File: src/rtl/csa_pipe_adder.sv
`default_nettype none
// ============================================================================
// Module   : csa_pipe_adder
// Brief    : Pipelined carry-skip adder/subtractor. Each BLOCK-bit block
//            resolves in its own stage. Valid/ready handshake on both sides.
//            Reports carry-out, signed overflow and a per-block skip mask.
// Revision : 1.0 - initial release
// ============================================================================
module csa_pipe_adder #(
    parameter int WIDTH = 16,   // multiple of BLOCK, at least BLOCK
    parameter int BLOCK = 4
) (
    input  logic                   clk,
    input  logic                   reset,
    input  logic                   in_valid,
    output logic                   in_ready,
    input  logic [WIDTH-1:0]       A,
    input  logic [WIDTH-1:0]       B,
    input  logic                   carryin,
    input  logic                   sub,
    output logic                   out_valid,
    input  logic                   out_ready,
    output logic [WIDTH-1:0]       Y,
    output logic                   carryout,
    output logic                   overflow,
    output logic [WIDTH/BLOCK-1:0] skipmask
);

    localparam int c_nblk = WIDTH / BLOCK;

    // One global advance enable: the whole pipe moves or the whole pipe holds.
    logic w_en;
    assign w_en     = !out_valid || out_ready;
    assign in_ready = w_en;

    for (genvar k = 0; k < c_nblk; k++) begin : g_stage
        // Operand bits still unresolved when entering this stage (block k upward)
        localparam int c_rem_in = WIDTH - k * BLOCK;

        logic [c_rem_in-1:0]    w_a_in;
        logic [c_rem_in-1:0]    w_b_in;
        logic                   w_cin;
        logic                   w_vld_in;
        logic [BLOCK-1:0]       w_blk_sum;
        logic                   w_ripple_c;
        logic                   w_blk_p;
        logic                   w_blk_cout;
        logic [(k+1)*BLOCK-1:0] w_sum_d;
        logic [k:0]             w_skip_d;

        logic                   r_vld;
        logic                   r_cout;
        logic [(k+1)*BLOCK-1:0] r_sum;
        logic [k:0]             r_skip;

        if (k == 0) begin : g_src_port
            // Subtraction is A + ~B + 1; carryin is ignored in that mode
            assign w_a_in   = A;
            assign w_b_in   = sub ? ~B : B;
            assign w_cin    = sub | carryin;
            assign w_vld_in = in_valid;
            assign w_sum_d  = w_blk_sum;
            assign w_skip_d = w_blk_p;
        end else begin : g_src_stage
            assign w_a_in   = g_stage[k-1].g_fwd.r_a;
            assign w_b_in   = g_stage[k-1].g_fwd.r_b;
            assign w_cin    = g_stage[k-1].r_cout;
            assign w_vld_in = g_stage[k-1].r_vld;
            assign w_sum_d  = {w_blk_sum, g_stage[k-1].r_sum};
            assign w_skip_d = {w_blk_p, g_stage[k-1].r_skip};
        end

        // Ripple the block, then pick the skip path when every bit propagates
        always_comb begin
            w_blk_sum  = '0;
            w_ripple_c = w_cin;
            for (int i = 0; i < BLOCK; i++) begin
                w_blk_sum[i] = w_a_in[i] ^ w_b_in[i] ^ w_ripple_c;
                w_ripple_c   = (w_a_in[i] & w_b_in[i]) |
                               (w_ripple_c & (w_a_in[i] ^ w_b_in[i]));
            end
            w_blk_p    = &(w_a_in[BLOCK-1:0] ^ w_b_in[BLOCK-1:0]);
            w_blk_cout = w_blk_p ? w_cin : w_ripple_c;
        end

        // Stage register: token valid, resolved sum slices, carry and skip bits
        always_ff @(posedge clk or posedge reset) begin
            if (reset) begin
                r_vld  <= 1'b0;
                r_cout <= 1'b0;
                r_sum  <= '0;
                r_skip <= '0;
            end else if (w_en) begin
                r_vld  <= w_vld_in;
                r_cout <= w_blk_cout;
                r_sum  <= w_sum_d;
                r_skip <= w_skip_d;
            end
        end

        if (k < c_nblk - 1) begin : g_fwd
            logic [c_rem_in-BLOCK-1:0] r_a;
            logic [c_rem_in-BLOCK-1:0] r_b;

            // Unresolved upper operand blocks travel with the token
            always_ff @(posedge clk or posedge reset) begin
                if (reset) begin
                    r_a <= '0;
                    r_b <= '0;
                end else if (w_en) begin
                    r_a <= w_a_in[c_rem_in-1:BLOCK];
                    r_b <= w_b_in[c_rem_in-1:BLOCK];
                end
            end
        end else begin : g_last
            logic r_ovf;

            // Carry into the MSB is recovered as a^b^sum at that bit
            always_ff @(posedge clk or posedge reset) begin
                if (reset) begin
                    r_ovf <= 1'b0;
                end else if (w_en) begin
                    r_ovf <= w_a_in[BLOCK-1] ^ w_b_in[BLOCK-1] ^
                             w_blk_sum[BLOCK-1] ^ w_blk_cout;
                end
            end
        end
    end

    assign out_valid = g_stage[c_nblk-1].r_vld;
    assign Y         = g_stage[c_nblk-1].r_sum;
    assign carryout  = g_stage[c_nblk-1].r_cout;
    assign overflow  = g_stage[c_nblk-1].g_last.r_ovf;
    assign skipmask  = g_stage[c_nblk-1].r_skip;

endmodule
`default_nettype wire

File: config.mk
export PLATFORM = sky130hd
export DESIGN_NAME = csa_pipe_adder
export DESIGN_NICKNAME = d
export VERILOG_FILES = /design/src/rtl/csa_pipe_adder.sv
export SDC_FILE = /design/constraint.sdc
export NUM_CORES = 1
export LEC_CHECK = 0
export CORE_MARGIN = 8
export CORE_UTILIZATION = 59
export CTS_CLUSTER_DIAMETER = 120
export DETAILED_ROUTE_END_ITERATION = 10
export MAX_ROUTING_LAYER = met4
export PLACE_DENSITY = 0.83
export SETUP_SLACK_MARGIN = 0.3
export SYNTH_ARGS = -nofsm -noshare
export SYNTH_HDL_FRONTEND = slang
export SYNTH_SLANG_ARGS = --single-unit
File: constraint.sdc
create_clock -name clk -period 7.1 [get_ports clk]
set_input_delay 1.065 -clock clk [delete_from_list [all_inputs] [get_ports clk]]
set_output_delay 1.065 -clock clk [all_outputs]
set_load 0.01 [all_outputs]
==> impl_metrics.prom <==
# TYPE chip_impl_metric gauge
chip_impl_info{name="clockRootBuffer",value="sky130_fd_sc_hd__clkbuf_8"} 1
chip_impl_metric{name="grt_start_max_net_pins",unit=""} 101
chip_impl_metric{name="drc",unit=""} 0
chip_impl_metric{name="globalRoute.totalOverflow",unit=""} 0
chip_impl_metric{name="syn-instance-count",unit=""} 500
chip_impl_metric{name="synth-adder-area-share",unit="%"} 10.8
chip_impl_info{name="timing.critical_path.max_delay_family",value="buffers and inverters"} 1
chip_impl_info{name="status",value="completed"} 1
chip_impl_metric{name="synth-xor-area-share",unit="%"} 3.26
chip_impl_info{name="netlist.top_cell.by_area",value="sky130_fd_sc_hd__dfrtp_1"} 1
chip_impl_metric{name="num_vias",unit=""} 3238
chip_impl_metric{name="detail_route.first_pass.iterations",unit=""} 5
chip_impl_metric{name="power_per_cell_area",unit="nW/um2"} 411
chip_impl_metric{name="cts-resized-gates",unit=""} 0
chip_impl_metric{name="die_x",unit="um"} 106
chip_impl_metric{name="synthesis.area",unit="um2"} 4830
chip_impl_metric{name="dpl.hpwl",unit="um"} 5980
chip_impl_metric{name="tritoncts_num_sinks",unit=""} 107
chip_impl_metric{name="layout_worst_path_cycle_share",unit="%"} 61.9
chip_impl_metric{name="worst_ep_required_time",unit="ps"} 6030
chip_impl_metric{name="skew",unit="ps"} 6.95
chip_impl_metric{name="fmax",unit="MHz"} 228
chip_impl_metric{name="final_layout_size_suffix_gt1_share",unit="%"} 5.77
chip_impl_metric{name="post-synth-top-area-fraction",unit="%"} 55.4
chip_impl_metric{name="compound_gate_portion_of_the_synthesized_area",unit="%"} 4.69
chip_impl_info{name="worst_path_most_repeated_cell",value="sky130_fd_sc_hd__clkdlybuf4s50_1"} 1
chip_impl_metric{name="critical_path_buf_inv_count",unit=""} 4
chip_impl_info{name="ys_top_cells_by_area",value="sky130_fd_sc_hd__dfrtp_1 (55%), sky130_fd_sc_hd__nand2_1 (18%), sky130_fd_sc_hd__fa_1 (6.6%)"} 1
chip_impl_metric{name="rows",unit=""} 33
chip_impl_metric{name="worst-endpoint-arrival",unit="ps"} 3330
chip_impl_info{name="crit_type",value="in2out"} 1
chip_impl_metric{name="layout_min_cycle_time",unit="ps"} 4390
chip_impl_metric{name="worst_ir_drop_on_vdd",unit="mV"} 0.257
chip_impl_info{name="critPathLaunchType",value="input port"} 1
chip_impl_metric{name="post_synth_mux_area_share",unit="%"} 0.674
chip_impl_info{name="rsz0062_at_grt",value="no"} 1
chip_impl_metric{name="clock_tree.htree_level_count",unit=""} 3
chip_impl_metric{name="cts.hold.buffers_added",unit=""} 0
chip_impl_metric{name="start_util",unit="%"} 59.7
chip_impl_info{name="most-common-layout-cells",value="sky130_fd_sc_hd__nand2_1 (230), sky130_fd_sc_hd__dfrtp_1 (107), sky130_fd_sc_hd__clkdlybuf4s50_1 (61)"} 1
chip_impl_metric{name="syn-mean-instance-area",unit="um2"} 9.66
chip_impl_metric{name="clkSlewWorstSetupHoldPaths",unit="ps"} 90
chip_impl_metric{name="io_buffers",unit=""} 61
chip_impl_metric{name="setup_viol",unit=""} 0
chip_impl_metric{name="finalMaxSlewViolations",unit=""} 0
chip_impl_metric{name="final_hold_viol_count",unit=""} 0
chip_impl_metric{name="area_delta_synth_final",unit="%"} 17.5
chip_impl_metric{name="yosys.area_share.simple",unit="%"} 19.7
chip_impl_metric{name="syn-num-nets",unit=""} 570
chip_impl_metric{name="reg2reg_setup_slack",unit="ps"} 4450
chip_impl_metric{name="worst_pin_slew",unit="ps"} 943
chip_impl_metric{name="design.die.area",unit="um2"} 11300
chip_impl_metric{name="core",unit="um2"} 8090
chip_impl_metric{name="synth_seq_cells",unit=""} 107
chip_impl_metric{name="critical_path.max_stage_delay",unit="ps"} 710
chip_impl_metric{name="clk-insertion-delay-late",unit="ps"} 360
chip_impl_info{name="layout_commonest_cell",value="sky130_fd_sc_hd__nand2_1"} 1
chip_impl_info{name="timing.hold.worst.class",value="reg2reg"} 1
chip_impl_metric{name="grt_antenna_before_repair",unit=""} 0
chip_impl_metric{name="detail_route.vias_per_cell",unit=""} 4.91
chip_impl_metric{name="grt_usage",unit="%"} 17.2
chip_impl_metric{name="cts_post_setup_buffers_inserted",unit=""} 0
chip_impl_info{name="path_cells",value="clkdlybuf4s50_1, nor2b_4, buf_4, inv_4, clkdlybuf4s50_1"} 1
chip_impl_metric{name="io_pins",unit=""} 62
chip_impl_metric{name="max_cap_viol_count",unit=""} 0
chip_impl_metric{name="total_leakage_power",unit="uW"} 0.00284
chip_impl_metric{name="via_count_of_the_first_global_routing_pass",unit=""} 3326
chip_impl_metric{name="grt_first_pass_wirelength",unit="um"} 15400
chip_impl_metric{name="synth_cell_types",unit=""} 22
chip_impl_metric{name="yosysWarnings",unit=""} 0
chip_impl_info{name="end_kind",value="primary output"} 1
chip_impl_info{name="cts_tree",value="built"} 1
chip_impl_info{name="slowest_cell_on_crit_path",value="sky130_fd_sc_hd__buf_4"} 1
chip_impl_metric{name="relSlewSlack",unit="%"} 37.1
chip_impl_metric{name="number_of_buffers_created_by_cts",unit=""} 9
chip_impl_metric{name="drtIter0Drc",unit=""} 215
chip_impl_metric{name="antennaDiodeCount",unit=""} 0
chip_impl_metric{name="worst-path-max-fanout",unit=""} 100
chip_impl_metric{name="drt-wirelength-per-cell",unit="um"} 13.0
chip_impl_metric{name="cts.path.max_buffers",unit=""} 2
chip_impl_metric{name="final_util",unit="%"} 70.1
chip_impl_metric{name="fin_nets",unit=""} 621
chip_impl_metric{name="die_height",unit="um"} 106
chip_impl_metric{name="sequential_element_share_of_the_synthesized_area",unit="%"} 55.4
chip_impl_metric{name="postRouteWirelength",unit="um"} 8590
chip_impl_metric{name="gpl.final_weighted_congestion",unit=""} 0.809
chip_impl_metric{name="timing.setup.tns",unit="ps"} 0
chip_impl_info{name="main_combinational_cell_family_by_area_after_synthesis",value="simple AND/OR/NAND/NOR gates"} 1
chip_impl_metric{name="antenna_violating_nets_post_route",unit=""} 0
registers in the layout (all words and copies together), names as in the netlist:
name               cells
g_stage.g_fwd.r_a     24
g_stage.g_fwd.r_b     24
g_stage.r_sum         24
Y                     16
g_stage.r_skip         6
skipmask               4
g_stage.r_cout         3
g_stage.r_vld          3
carryout               1
out_valid              1
overflow               1
per-layer routing:
metal | part of all wire (%) | global-route usage, % | vias up
li1 | - | - | 1626
met1 | 47 | 22.4 | 1528
met2 | 47 | 25.6 | 71
met3 | 4.4 | 3.21 | 13
met4 | 1.9 | 8.04 | 0
met5 | 0 | - | -
tightest hold or removal path, stage by stage (launching register included):
cell                      delay, ps
sky130_fd_sc_hd__dfrtp_1        350
sky130_fd_sc_hd__nand2_1         50
sky130_fd_sc_hd__nand2_1         40
cell type report:
class / count / area (um2)
Tap cell: 105 / 131
Timing Repair Buffer: 65 / 641
Multi-Input combinational cell: 341 / 1890
Clock inverter: 4 / 73.8
Fill cell: 624 / 2420
Clock buffer: 11 / 151
Inverter: 27 / 106
Sequential cell: 107 / 2680
synth_stat cells:
library cell / count
sky130_fd_sc_hd__xnor2_1: 11
sky130_fd_sc_hd__or2_2: 1
sky130_fd_sc_hd__fa_1: 16
sky130_fd_sc_hd__nand4_1: 4
sky130_fd_sc_hd__mux2i_1: 1
sky130_fd_sc_hd__nor2b_2: 1
sky130_fd_sc_hd__mux2_2: 2
sky130_fd_sc_hd__nor2_1: 11
sky130_fd_sc_hd__a21oi_2: 7
sky130_fd_sc_hd__o21ai_0: 29
sky130_fd_sc_hd__dfrtp_1: 107
sky130_fd_sc_hd__ha_1: 16
sky130_fd_sc_hd__xor2_1: 7
sky130_fd_sc_hd__a21oi_1: 4
sky130_fd_sc_hd__buf_2: 5
sky130_fd_sc_hd__inv_1: 26
sky130_fd_sc_hd__clkbuf_1: 8
sky130_fd_sc_hd__buf_4: 8
sky130_fd_sc_hd__nand2_1: 230
sky130_fd_sc_hd__inv_4: 1
sky130_fd_sc_hd__nand2b_1: 1
sky130_fd_sc_hd__buf_6: 4
kinds of logic after synthesis:
group                      count (synthesis)
DFF                                      107
adders and majority gates                 32
xor gates and xnor gates                  18
buffers and inverters                     52
muxes                                      3
and+or+nand+nor                          248
AOI/OAI and AO/OA                         40
final timing paths:
kind,from,endpoint,depth (start not counted)
max in group asynchronous,reset,g_stage[1].r_cout$_DFFE_PP0P_,3
worst min register to register,Y[3]$_DFFE_PP0P_,Y[3]$_DFFE_PP0P_,2
min in group asynchronous,reset,Y[1]$_DFFE_PP0P_,2
worst min-delay path,Y[3]$_DFFE_PP0P_,Y[3]$_DFFE_PP0P_,2
worst max register to register,out_valid$_DFFE_PP0P_,g_stage[2].r_cout$_DFFE_PP0P_,5
worst max-delay path,out_ready,in_ready,5
power by group:
group / internal [uW] / total (uW) / switching [uW]
logic: 408 / 891 / 483
clock network: 216 / 407 / 191
registers: 874 / 1040 / 162
total: 1500 / 2330 / 836
metrics by stage:
step	setup WS (ps)	power [uW]	instance area (um2)	hold slack [ps]	instances
2_1_floorplan	3220	1630	4830	430	500
3_3_place_gp	2740	1890	5450	443	645
3_5_place_dp	2720	1940	5450	456	645
4_1_cts	2730	2360	5670	474	660
5_1_grt	2540	2540	5670	498	660
6_report	2710	2330	5670	471	660
Note: power is estimated with default switching activity, not from simulation.
